**src/rtl/imm_gen_pipe.sv**
```systemverilog
// Purpose : multi-lane RV32/RV64 immediate generator feeding rename through a 2-entry skid buffer.
// Latency : one cycle; a bundle accepted at cycle N is on imm_o at N+1 when the consumer is not stalling.
// Backpressure: ready_o is registered and drops only when both main and skid registers hold a bundle.
//
// Ports:
//   clk_i, rstn_i (sync, active-low), flush_i (kills every buffered bundle)
//   valid_i/ready_o, lane_valid_i, instr_i   : decode-side handshake, lane k at instr_i[32k+:32]
//   valid_o/ready_i, lane_valid_o, imm_o,
//   imm_fmt_o                                : rename-side handshake, lane k at imm_o[XLEN*k+:XLEN]
module imm_gen_pipe #(
    parameter int XLEN  = 64,
    parameter int LANES = 2
) (
    input  logic                    clk_i,
    input  logic                    rstn_i,
    input  logic                    flush_i,
    input  logic                    valid_i,
    output logic                    ready_o,
    input  logic [LANES-1:0]        lane_valid_i,
    input  logic [LANES*32-1:0]     instr_i,
    output logic                    valid_o,
    input  logic                    ready_i,
    output logic [LANES-1:0]        lane_valid_o,
    output logic [LANES*XLEN-1:0]   imm_o,
    output logic [LANES*3-1:0]      imm_fmt_o
);

    typedef enum logic [2:0] {
        FMT_NONE  = 3'd0,
        FMT_I     = 3'd1,
        FMT_S     = 3'd2,
        FMT_B     = 3'd3,
        FMT_U     = 3'd4,
        FMT_J     = 3'd5,
        FMT_SHAMT = 3'd6,
        FMT_ZIMM  = 3'd7
    } fmt_e;

    typedef enum logic [1:0] {
        ST_EMPTY = 2'd0,
        ST_ONE   = 2'd1,
        ST_TWO   = 2'd2
    } state_e;

    // Packed lane arrays flatten exactly into the lane-k-at-[W*k+:W] output layout.
    typedef struct packed {
        logic [LANES-1:0]           lane_vld;
        logic [LANES-1:0][XLEN-1:0] imm;
        logic [LANES-1:0][2:0]      fmt;
    } bundle_t;

    // Returns {fmt, imm} for one instruction.
    function automatic logic [XLEN+2:0] decode(input logic [31:0] ins);
        logic signed [11:0] s_i;
        logic signed [11:0] s_s;
        logic signed [12:0] s_b;
        logic signed [31:0] s_u;
        logic signed [20:0] s_j;
        logic signed [4:0]  s_v;
        logic [2:0]         f3;
        logic [XLEN-1:0]    imm;
        fmt_e               fmt;
        s_i = ins[31:20];
        s_s = {ins[31:25], ins[11:7]};
        s_b = {ins[31], ins[7], ins[30:25], ins[11:8], 1'b0};
        s_u = {ins[31:12], 12'b0};
        s_j = {ins[31], ins[19:12], ins[20], ins[30:21], 1'b0};
        s_v = ins[19:15];
        f3  = ins[14:12];
        imm = '0;
        fmt = FMT_NONE;
        case (ins[6:0])
            7'b0110111, 7'b0010111: begin fmt = FMT_U; imm = XLEN'(s_u); end
            7'b1101111:             begin fmt = FMT_J; imm = XLEN'(s_j); end
            7'b1100111, 7'b0000011,
            7'b0000111:             begin fmt = FMT_I; imm = XLEN'(s_i); end
            7'b0100011, 7'b0100111: begin fmt = FMT_S; imm = XLEN'(s_s); end
            7'b1100011:             begin fmt = FMT_B; imm = XLEN'(s_b); end
            7'b0010011: begin
                if (f3 == 3'b001 || f3 == 3'b101) begin
                    fmt = FMT_SHAMT;
                    imm = (XLEN == 64) ? XLEN'(ins[25:20]) : XLEN'(ins[24:20]);
                end else begin
                    fmt = FMT_I;
                    imm = XLEN'(s_i);
                end
            end
            7'b0011011: begin
                // Word-sized OP-IMM exists only on RV64.
                if (XLEN == 64) begin
                    if (f3 == 3'b001 || f3 == 3'b101) begin
                        fmt = FMT_SHAMT;
                        imm = XLEN'(ins[24:20]);
                    end else begin
                        fmt = FMT_I;
                        imm = XLEN'(s_i);
                    end
                end
            end
            7'b1110011: begin
                if (f3 == 3'b101 || f3 == 3'b110 || f3 == 3'b111) begin
                    fmt = FMT_ZIMM;
                    imm = XLEN'(ins[19:15]);
                end else if (f3 != 3'b100) begin
                    fmt = FMT_I;
                    imm = XLEN'(s_i);
                end
            end
            7'b1010111: begin
                // OPIVI simm5 sign-extends from bit 19, not bit 31.
                if (f3 == 3'b011) begin
                    fmt = FMT_I;
                    imm = XLEN'(s_v);
                end
            end
            default: begin
                fmt = FMT_NONE;
                imm = '0;
            end
        endcase
        return {fmt, imm};
    endfunction

    bundle_t dec_b;
    bundle_t main_q;
    bundle_t skid_q;
    state_e  state_q;
    state_e  state_d;
    logic    ready_q;
    logic    acc;
    logic    drn;
    logic    ld_main_in;
    logic    ld_main_skid;
    logic    ld_skid;

    always_comb begin
        dec_b          = '0;
        dec_b.lane_vld = lane_valid_i;
        for (int k = 0; k < LANES; k++) begin
            if (lane_valid_i[k]) begin
                {dec_b.fmt[k], dec_b.imm[k]} = decode(instr_i[32*k +: 32]);
            end
        end
    end

    assign valid_o      = (state_q != ST_EMPTY);
    assign ready_o      = ready_q;
    assign acc          = valid_i & ready_q;
    assign drn          = valid_o & ready_i;
    assign lane_valid_o = main_q.lane_vld;
    assign imm_o        = main_q.imm;
    assign imm_fmt_o    = main_q.fmt;

    always_comb begin
        state_d      = state_q;
        ld_main_in   = 1'b0;
        ld_main_skid = 1'b0;
        ld_skid      = 1'b0;
        case (state_q)
            ST_EMPTY: begin
                if (acc) begin
                    state_d    = ST_ONE;
                    ld_main_in = 1'b1;
                end
            end
            ST_ONE: begin
                if (acc && drn) begin
                    ld_main_in = 1'b1;
                end else if (acc) begin
                    state_d = ST_TWO;
                    ld_skid = 1'b1;
                end else if (drn) begin
                    state_d = ST_EMPTY;
                end
            end
            ST_TWO: begin
                if (drn) begin
                    state_d      = ST_ONE;
                    ld_main_skid = 1'b1;
                end
            end
            default: state_d = ST_EMPTY;
        endcase
        if (flush_i) begin
            state_d = ST_EMPTY;
        end
    end

    always_ff @(posedge clk_i) begin
        if (!rstn_i) begin
            state_q <= ST_EMPTY;
            ready_q <= 1'b1;
            main_q  <= '0;
            skid_q  <= '0;
        end else if (flush_i) begin
            state_q <= ST_EMPTY;
            ready_q <= 1'b1;
            main_q  <= '0;
            skid_q  <= '0;
        end else begin
            state_q <= state_d;
            // Registered ready: it tracks the next state, so it is never a comb path from ready_i.
            ready_q <= (state_d != ST_TWO);
            if (ld_main_in) begin
                main_q <= dec_b;
            end else if (ld_main_skid) begin
                main_q <= skid_q;
            end
            if (ld_skid) begin
                skid_q <= dec_b;
            end
        end
    end

endmodule

```
**config.mk**
```make
export PLATFORM = sky130hd
export DESIGN_NAME = imm_gen_pipe
export DESIGN_NICKNAME = d
export VERILOG_FILES = /design/src/rtl/imm_gen_pipe.sv
export SDC_FILE = /design/constraint.sdc
export NUM_CORES = 1
export LEC_CHECK = 0
export ABC_CLOCK_PERIOD_IN_PS = 1700
export CORE_UTILIZATION = 44
export CTS_CLUSTER_SIZE = 12
export DETAILED_ROUTE_END_ITERATION = 6
export HOLD_SLACK_MARGIN = 0.1
export PLACE_DENSITY = 0.75
export SETUP_SLACK_MARGIN = 0.1
export SLEW_MARGIN = 20
export SYNTH_ARGS = -nofsm -noshare
export SYNTH_HDL_FRONTEND = slang
export SYNTH_SLANG_ARGS = --single-unit
```
**constraint.sdc**
```tcl
create_clock -name clk_i -period 1.7 [get_ports clk_i]
set_input_delay 0.17 -clock clk_i [delete_from_list [all_inputs] [get_ports clk_i]]
set_output_delay 0.17 -clock clk_i [all_outputs]
set_load 0.005 [all_outputs]
```
==> impl_metrics.csv, run 1 <==
group,metric,value,unit
global_route,grt_start_max_net_pins,48,
die,rows,47,
synthesis,synthAdderAreaFrac,0,
clock_tree,cts.reportedPaths.clkPinSlew,70,ps
critical_path,cp-startpoint,"instr_i[5]",
timing,relSlewSlack,0.6668,
synthesis,synth_top_family_by_area,"compound AO/OA/AOI/OAI gates",
synthesis,synth_flop_cell,"dfxtp_1",
synthesis,yosys-top-cells-count,"nand2_1, dfxtp_1, buf_4",
synthesis,synth-compound-area-share,0.2639,
power_and_ir_drop,pwr-share-seq,0.424,
power_and_ir_drop,internal_power,6.054,mW
placement,placed_cells,1314,
critical_path,crit_path_max_incr_delay,410,ps
critical_path,crit_arrival,2020,ps
synthesis,muxShareOfSynthArea,0.04856,
synthesis,synth-seq-cells,147,
critical_path,path_buf_inv,4,
global_route,busiest_layer,"met2",
final_layout,nets,1224,
run,maxCapViolCount,0,
timing,setup_viol,0,
synthesis,synth_area_leaders,"dfxtp_1, nand2_1, buf_4, mux2i_1, a211o_1",
final_layout,final_util,0.7075,
die,dieArea,0.01787,mm^2
synthesis,syn_area_per_cell,8.757,um^2
detailed_routing,routed_wl,26050,um
critical_path,r2r_start,"state_q[0]",
clock_tree,tritoncts,"done",
critical_path,crit_chain,"buf_2 > buf_6 > nand2b_4 > a211o_4 > and2_4 > buf_4 > a2111oi_4 > buf_4 > a211o_1",
final_layout,drive_gt1_frac,0.2633,
worst_hold_path,min_path_type,"input pin to flip-flop",
global_route,grtUsageMet1,0.3343,
critical_path,worstPathMaxFanout,11,
detailed_routing,drc,0,
clock_tree,clk_latency,420,ps
detailed_routing,via_count,8015,
timing,final_max_slew_viol_count,0,
synthesis,yosys.area.top_type_share,0.3858,
synthesis,synth_largest_area_cell,"dfxtp_1",
critical_path,endpoint_kind,"flip-flop",
power_and_ir_drop,swShare,0.2572,
clock_tree,cts_buffers,17,
synthesis,synth_edf_count,0,
synthesis,synth_xor_area_frac,0,
placement,io_buffers,208,
global_route,met3_usage,0.05403,
global_route,grt_util_all_layers,0.2719,
global_route,antenna_found_initial,0,
final_layout,antenna_cells,0,
timing,post-route-min-period,1648,ps
detailed_routing,drt_iter0_markers,829,
critical_path,path_class,"input pin to flip-flop",
synthesis,yosys_warnings,0,
outcome,status,"complete, no violations",
power_and_ir_drop,ir_worst_vdd,0.6866,mV
timing,final-hold-violation-count,0,
clock_tree,cts.sinks,147,
synthesis,synth-async-reset-ratio,0,
die,initial_core_util,0.4551,
synthesis,netlist_area,0.007627,mm^2
detailed_routing,drt_pass1_iterations,5,
detailed_routing,ant_nets,0,
synthesis,synth_seq_area_share,0.3858,
critical_path,crit_top_cell,"buf_4",
detailed_routing,wl_per_cell,18.79,um
die,core_area,0.01676,mm^2
critical_path,path_delay_family,"compound AO/OA/AOI/OAI gates",
power_and_ir_drop,p_switching,2.097,mW
die,die_x,133.7,um
power_and_ir_drop,total_power,8.151,mW
timing,rsz0062_at_grt,"true",
synthesis,synth_nets,942,
timing,fin_skew,8.433,ps
timing,fmax,606.8,MHz
global_route,first_global_vias,7444,
power_and_ir_drop,power.share.combinational,0.119,
power_and_ir_drop,p_clk_frac,0.456,
synthesis,yosys.area_share.simple,0.1941,
die,io-pin-count,209,
global_route,grt_pass1_wl,38610,um
die,fp.dieH,133.7,um
critical_path,worst_path_max_delay_cell,"a2111oi_4",
synthesis,synth.distinct_cells,76,
power_and_ir_drop,total_leakage_power,5.306,nW
critical_path,cp-start-kind,"input pin",
worst_hold_path,min_from,"instr_i[13]",
timing,tightest_slew,492.0,ps
synthesis,synth_most_common_cell,"nand2_1",
power_and_ir_drop,cellPowerDensity,687.4,mW/mm^2
synthesis,syn_inst,871,
clock_tree,cts_max_path_buffers,2,
final_layout,syn_to_final_growth,55.46,%
global_route,grt-ovfl-total,0,
detailed_routing,viasPerCell,5.783,
clock_tree,clockRootBuffer,"clkbuf_16",
timing,fin_crit_sh,0.9694,
final_layout,final_cells,1386,
clock_tree,htree_levels,4,
critical_path,crit_required,2070,ps
placement,dp_hpwl,16630,um
global_route,use_met2,0.4719,
placement,gp_congestion,0.9086,
## worst paths after layout
path | depth (start not counted) | end | slack (ps)
max | 9 | imm_o[22] | 50
min | 4 | imm_o[13] | 260
max reg2reg | 7 | imm_o[4] | 70
min reg2reg | 2 | skid_q[16] | 450
## metrics by stage
stage / setup slack (ps) / area [um^2] / hold WS [ps] / setup TNS (ps)
global placement: -684.8 / 10500 / 432.3 / -74730
floorplan: -22.01 / 7695 / 287.9 / -221.7
detailed placement: -689.5 / 10500 / 440.5 / -77660
CTS: -7.240 / 11530 / 299.2 / -25.59
finish: 52.08 / 11860 / 255.3 / 0
global route: 5.375 / 11860 / 271.0 / 0
## registers in the layout, summed over array words and instances (netlist names)
signal        count
ready_o           1
skid_q           72
lane_valid_o      2
state_q           2
imm_fmt_o         6
imm_o            64
## cell usage in the layout (no fill, tap or decap), types with 21 or more instances in the layout
master | Yosys | final
mux2i_1 | 37 | 36
buf_6 | 4 | 21
buf_4 | 67 | 138
dfxtp_1 | 147 | 142
nand2_1 | 153 | 150
a22oi_1 | 30 | 26
a211o_1 | 33 | 33
clkdlybuf4s50_1 | 0 | 120
dlygate4sd2_1 | 0 | 76
clkbuf_16 | 0 | 22
o21ai_1 | 23 | 23
a21oi_1 | 48 | 47
## layer usage
| layer | part of all wire | vias up |
|---|---|---|
| met4 | 0.030 | 0 |
| met5 | 0 | - |
| met1 | 0.39 | 3788 |
| met3 | 0.077 | 63 |
| met2 | 0.50 | 419 |
| li1 | - | 3745 |
## logic make-up (layout without fill, tap and decap cells)
group                  count (synthesis)  count (layout)
muxes                                 37              37
DFF                                  147             147
AOI/OAI and AO/OA                    267             267
buffers and inverters                138             432
and+or+nand+nor                      282             283
## repair_timing
action                     CTS  global route
gates resized for setup    163            49
gates cloned                 6             5
setup endpoints to repair  206           125
setup buffers               19            10
hold buffers                 0             0
pin swaps                   35            37
## power groups by stage
stage	Sequential (mW)	Combinational, mW	Clock (mW)
2_1_floorplan	3.54	0.318	0
3_3_place_gp	3.54	0.804	0
6_report	3.46	0.974	3.72
4_1_cts	3.46	0.892	3.74
3_5_place_dp	3.54	0.804	0
5_1_grt	3.46	1.02	3.93
## worst reg2reg max path, cell delays in order (launching register included)
cell and delay [ps]:
dfxtp_2 330, nor2b_4 130, buf_6 120, nand2b_4 140
buf_12 150, buf_8 130, or3_4 410, o22ai_1 150
## final cells by class
| class | count | area (um^2) |
|---|---|---|
| fill | 1281 | 4902 |
| multi-input combinational | 587 | 4234 |
| timing repair buffer | 393 | 3787 |
| sequential | 147 | 2952 |
| clock buffer | 19 | 442.9 |
| tap | 220 | 275.3 |
| clock inverter | 13 | 140.1 |
| inverter | 7 | 26.28 |
No activity file was read; power rests on OpenSTA's default activity.
==> run 2, diff against run 1 <==
--- a/config.mk
+++ b/config.mk
@@ -6,9 +6,11 @@
 export NUM_CORES = 1
 export LEC_CHECK = 0
 export ABC_CLOCK_PERIOD_IN_PS = 1700
+export CORE_ASPECT_RATIO = 0.6
 export CORE_UTILIZATION = 44
 export CTS_CLUSTER_SIZE = 12
 export DETAILED_ROUTE_END_ITERATION = 6
+export GPL_TIMING_DRIVEN = 0
 export HOLD_SLACK_MARGIN = 0.1
 export PLACE_DENSITY = 0.75
 export SETUP_SLACK_MARGIN = 0.1
@@ -16,3 +18,4 @@
 export SYNTH_ARGS = -nofsm -noshare
 export SYNTH_HDL_FRONTEND = slang
 export SYNTH_SLANG_ARGS = --single-unit
+export TNS_END_PERCENT = 5
==> run 2 against run 1 <==
The run now ends with DRC, setup timing left. Critical path type is now flip-flop to flip-flop. Clock skew increased by 3.6 ps. Power decreased by 3.2%. Combinational power is 16% lower. Non-clock buffer count fell by 15. Sequential power is essentially flat.
==> impl_metrics.csv, run 2 (synthesized netlist as in run 1, its figures left out) <==
group,metric,value,unit
outcome,status,"complete, but fails checks",
outcome,violations,"DRC, setup timing",
detailed_routing,via_count,8109,
final_layout,final_cell_mix,"buf_4, nand2_1, dfxtp_1",
placement,placed_cells,1306,
placement,place_ws,-988.1,ps
final_layout,drive_gt1_frac,0.2930,
power_and_ir_drop,ir_worst_vdd,0.5316,mV
power_and_ir_drop,total_leakage_power,5.007,nW
final_layout,antenna_cells,0,
global_route,grt-ovfl-total,0,
die,dieArea,0.01788,mm^2
detailed_routing,drc,9,
critical_path,worstPathMaxFanout,8,
timing,final-hold-violation-count,0,
placement,gp_congestion,0.9629,
timing,fin_crit_sh,1.011,
clock_tree,clockRootBuffer,"clkbuf_16",
timing,fin_skew,12.02,ps
timing,worst_hold_slack,165.1,ps
clock_tree,tritoncts,"done",
die,initial_core_util,0.4601,
timing,setup_ws,-18.57,ps
power_and_ir_drop,cellPowerDensity,695.5,mW/mm^2
timing,fmax,581.9,MHz
die,die_x,172.0,um
detailed_routing,ant_nets,0,
die,io-pin-count,209,
die,core_area,0.01658,mm^2
timing,post-route-min-period,1719,ps
final_layout,nets,1208,
worst_hold_path,min_path_type,"input pin to flip-flop",
detailed_routing,drt_iter0_markers,946,
critical_path,crit_arrival,2090,ps
placement,io_buffers,207,
global_route,grt_start_max_net_pins,18,
timing,rsz0062_at_grt,"true",
clock_tree,clk_latency,420,ps
global_route,first_global_vias,7282,
final_layout,largest_reg_flops,72,
global_route,antenna_found_initial,0,
clock_tree,cts.sinks,147,
detailed_routing,routed_wl,27970,um
critical_path,endpoint_kind,"flip-flop",
die,fp.dieH,104.0,um
clock_tree,cts_buffers,17,
timing,tightest_slew,575.5,ps
final_layout,final_cells,1378,
detailed_routing,viasPerCell,5.885,
global_route,grt_pass1_wl,41750,um
final_layout,layout_commonest_cell,"buf_4",
detailed_routing,drt_pass1_iterations,7,
clock_tree,cts_hold_buf,0,
timing,relSlewSlack,0.6115,
global_route,grt_util_all_layers,0.3009,
critical_path,path_class,"flip-flop to flip-flop",
die,rows,36,
timing,setup_viol,12,
run,maxCapViolCount,0,
clock_tree,htree_levels,4,
final_layout,max_flop_register,"skid_q",
critical_path,cp-start-kind,"flip-flop",
clock_tree,cts.reportedPaths.clkPinSlew,70,ps
critical_path,crit_required,2070,ps
final_layout,nFillCells,1370,
placement,dp_hpwl,19880,um
final_layout,syn_to_final_growth,48.69,%
detailed_routing,wl_per_cell,20.30,um
timing,final_max_slew_viol_count,0,
clock_tree,cts_max_path_buffers,2,
## run 2: cell count changes in the layout (fill, tap and decap cells not counted), sizes merged, moves of 2 or more
cell         change
buf             +15
clkbuf          +25
dlygate4sd2     -53
inv              +2
## run 2: area by class of cell
type,instances,area [um^2],area share
clock buffer,18,439.2,0.03872
tap,228,285.3,0.02515
clock inverter,14,113.9,0.01004
timing repair buffer,248,2262,0.1995
multi-input combinational,586,4189,0.3694
buffer,130,1070,0.09433
inverter,7,26.28,0.002317
sequential,147,2955,0.2606
## run 2: timing repair
action                     4_1_cts  5_1_grt
setup endpoints to repair      209      137
cloned                           2        0
pin swaps                       27       23
gates resized for setup        253       45
setup buffers                   29       10
## run 2: worst paths after layout
check | from | end | slack, ps | depth (start not counted)
worst max-delay path | state_q[1] | imm_o[25] | -20 | 6
worst min-delay path | lane_valid_i[0] | skid_q[134] | 170 | 3
worst max register to register | state_q[1] | imm_o[25] | -20 | 6
worst min register to register | skid_q[7] | skid_q[7] | 450 | 2
## run 2: power by group
part           switching (mW)  internal (mW)
Sequential            0.00908           3.45
Clock                    1.66           1.95
Combinational           0.452          0.366
## run 2: metal layers
layer / GRT usage / share of wire / vias to the layer above
met4: 0.05689 / 0.012 / 0
met5: 0 / 0 / -
met1: 0.4725 / 0.47 / 3860
met3: 0.06773 / 0.12 / 37
met2: 0.4099 / 0.40 / 518
li1: - / - / 3694
## run 2: critical path, stage by stage, from the launching register on
cell and delay, ps:
dfxtp_4 370, and3b_2 320, nand2b_4 80, buf_12 150, nor4b_4 410, buf_4 220
a211o_1 120
## run 2: metrics by stage
step	instance area [um^2]	total power, mW	TNS [ps]	util
3_5_place_dp	9990	4.201	-128680	0.6027
5_1_grt	11340	8.083	-3122	0.6842
3_3_place_gp	9990	4.202	-126410	0.6027
6_report	11340	7.888	-154.9	0.6842
4_1_cts	11190	7.831	-344.5	0.6752
2_1_floorplan	7632	3.842	-950.3	-
==> run 3, diff against run 2 <==
--- a/config.mk
+++ b/config.mk
@@ -5,14 +5,14 @@
 export SDC_FILE = /design/constraint.sdc
 export NUM_CORES = 1
 export LEC_CHECK = 0
-export ABC_CLOCK_PERIOD_IN_PS = 1700
+export ABC_CLOCK_PERIOD_IN_PS = 1900
 export CORE_ASPECT_RATIO = 0.6
-export CORE_UTILIZATION = 44
+export CORE_UTILIZATION = 49
 export CTS_CLUSTER_SIZE = 12
 export DETAILED_ROUTE_END_ITERATION = 6
 export GPL_TIMING_DRIVEN = 0
 export HOLD_SLACK_MARGIN = 0.1
-export PLACE_DENSITY = 0.75
+export PLACE_DENSITY = 0.79
 export SETUP_SLACK_MARGIN = 0.1
 export SLEW_MARGIN = 20
 export SYNTH_ARGS = -nofsm -noshare
==> constraint.sdc (replaced) <==
create_clock -name clk_i -period 1.9 [get_ports clk_i]
set_input_delay 0.19 -clock clk_i [delete_from_list [all_inputs] [get_ports clk_i]]
set_output_delay 0.19 -clock clk_i [all_outputs]
set_load 0.005 [all_outputs]
==> run 3 against run 2 <==
The flow now finishes without violations. Via count is 1.1% lower. Sequential power is 11% lower. Highest routed layer unchanged. Register-to-register slack improved by 110 ps. Worst setup slack improved by 38 ps.
==> impl_metrics.csv, run 3 (synthesized netlist as in run 1, its figures left out) <==
group,metric,value,unit
timing,rsz0062_at_grt,"true",
die,initial_core_util,0.5137,
critical_path,rr_endpoint,"skid_q[96]",
critical_path,reg2reg_depth,6,
timing,tightest_slew,635.6,ps
run,maxCapViolCount,0,
die,rows,34,
final_layout,nets,1190,
clock_tree,clk_latency,430,ps
final_layout,syn_to_final_growth,47.10,%
detailed_routing,via_count,8020,
timing,final-hold-violation-count,0,
clock_tree,cts_max_path_buffers,2,
die,core_area,0.01485,mm^2
detailed_routing,routed_wl,27150,um
clock_tree,cts_buffers,17,
worst_hold_path,whs_path_depth,2,
global_route,grt_pass1_wl,41040,um
detailed_routing,drt_iter0_markers,893,
die,die_x,163.1,um
clock_tree,cts_hold_buf,0,
global_route,use_met2,0.4540,
power_and_ir_drop,total_leakage_power,4.778,nW
global_route,antenna_found_initial,0,
placement,gp_congestion,1.009,
timing,final_max_slew_viol_count,0,
power_and_ir_drop,p_clk_frac,0.470,
critical_path,path_class,"flip-flop to primary output",
critical_path,critPathCapture,"imm_o[116]",
power_and_ir_drop,cellPowerDensity,638.4,mW/mm^2
critical_path,r2r_slack,90,ps
clock_tree,cts.reportedPaths.clkPinSlew,70,ps
global_route,grtUsageMet1,0.5072,
global_route,first_global_vias,7276,
final_layout,drive_gt1_frac,0.2412,
power_and_ir_drop,internal_power,5.187,mW
final_layout,max_flop_register,"skid_q",
clock_tree,htree_levels,4,
timing,fin_skew,9.882,ps
timing,post-route-min-period,1880,ps
global_route,grt_start_max_net_pins,35,
timing,setup_ws,19.62,ps
detailed_routing,drc,0,
critical_path,worstPathMaxFanout,34,
power_and_ir_drop,swShare,0.2758,
placement,placed_cells,1276,
timing,tns,0,ps
critical_path,crit_required,1710,ps
global_route,met3_usage,0.1107,
worst_hold_path,min_path_type,"input pin to flip-flop",
final_layout,layout_commonest_cell,"clkdlybuf4s50_1",
timing,fmax,531.8,MHz
power_and_ir_drop,p_switching,1.975,mW
clock_tree,tritoncts,"done",
critical_path,r2r_start,"state_q[1]",
global_route,busiest_layer,"met1",
final_layout,antenna_cells,0,
power_and_ir_drop,pwr-share-seq,0.432,
critical_path,cp-start-kind,"flip-flop",
placement,dp_hpwl,19520,um
placement,place_ws,-898.9,ps
detailed_routing,viasPerCell,6.030,
die,fp.dieH,98.64,um
timing,fin_crit_sh,0.9897,
clock_tree,cts.sinks,147,
critical_path,cp-startpoint,"imm_o[126]",
die,io-pin-count,209,
global_route,grt_util_all_layers,0.3341,
critical_path,crit_arrival,1690,ps
power_and_ir_drop,ir_worst_vdd,0.6122,mV
final_layout,largest_reg_flops,72,
placement,dpl_cell_area,0.009947,mm^2
timing,setup_viol,0,
final_layout,final_cell_mix,"clkdlybuf4s50_1, nand2_1, dfxtp_1",
critical_path,endpoint_kind,"primary output",
final_layout,final_cells,1330,
detailed_routing,wl_per_cell,20.42,um
detailed_routing,ant_nets,0,
power_and_ir_drop,power.share.combinational,0.098,
placement,io_buffers,207,
clock_tree,clockRootBuffer,"clkbuf_16",
timing,relSlewSlack,0.5709,
outcome,status,"complete, no violations",
detailed_routing,drt_pass1_iterations,5,
die,dieArea,0.01609,mm^2
final_layout,final_cell_area,0.01122,mm^2
power_and_ir_drop,total_power,7.163,mW
global_route,grt-ovfl-total,0,
run 3: changes by cell type in the layout (fill, tap and decap cells not counted), sizes merged:
| cell | change |
|---|---|
| clkinv | +2 |
| clkdlybuf4s15 | -4 |
| inv | -1 |
| dlygate4sd2 | -9 |
| dlymetal6s2s | +1 |
| clkdlybuf4s50 | +48 |
| clkbuf | +3 |
| buf | -57 |
| clkinvlp | -1 |
run 3: how the worst min path moves through the flow:
stage	slack [ps]	startpoint	to
finish	300	instr_i[13]	imm_o[13]
global route	330	instr_i[12]	imm_o[12]
CTS	280	instr_i[13]	imm_o[13]
detailed placement	440	skid_q[76]	skid_q[76]
global placement	440	skid_q[9]	skid_q[9]
floorplan	310	instr_i[12]	imm_o[12]
run 3: through the flow:
step                hold slack (ps)    util
finish                        302.6  0.7557
global route                  328.5  0.7557
CTS                           283.7  0.7479
detailed placement            443.7  0.6700
global placement              438.0  0.6700
floorplan                     307.9       -
run 3: power groups by stage:
| stage | Clock [mW] | Combinational, mW | Sequential, mW |
|---|---|---|---|
| CTS | 3.35 | 0.655 | 3.09 |
| finish | 3.37 | 0.700 | 3.09 |
| global placement | 0 | 0.589 | 3.17 |
| detailed placement | 0 | 0.590 | 3.17 |
| floorplan | 0 | 0.273 | 3.16 |
| global route | 3.51 | 0.731 | 3.09 |
run 3: layout make-up:
cell class / instances / area [um^2]
multi-input cells: 586 / 4140
fillers: 1090 / 3627
flip-flops and latches: 147 / 2954
repair buffers: 229 / 2232
plain buffers: 131 / 1021
clock buffers: 18 / 439.2
well taps: 198 / 247.7
clock inverters: 14 / 158.9
inverters: 7 / 26.28
run 3: critical path: stages (launching register included):
cell             delay, ps
dfxtp_4                560
buf_4                  170
clkdlybuf4s50_1        530
run 3: metal layers:
| metal | up-vias | wire (um) |
|---|---|---|
| met3 | 22 | 3587 |
| met1 | 3804 | 12310 |
| met2 | 535 | 11060 |
| met5 | - | 0 |
| met4 | 0 | 195 |
| li1 | 3659 | - |
run 3: timing repair:
action,in CTS,in global routing
cloned,2,0
gates resized for setup,164,48
setup endpoints to repair,207,177
pin swaps,18,6
setup buffers,19,1
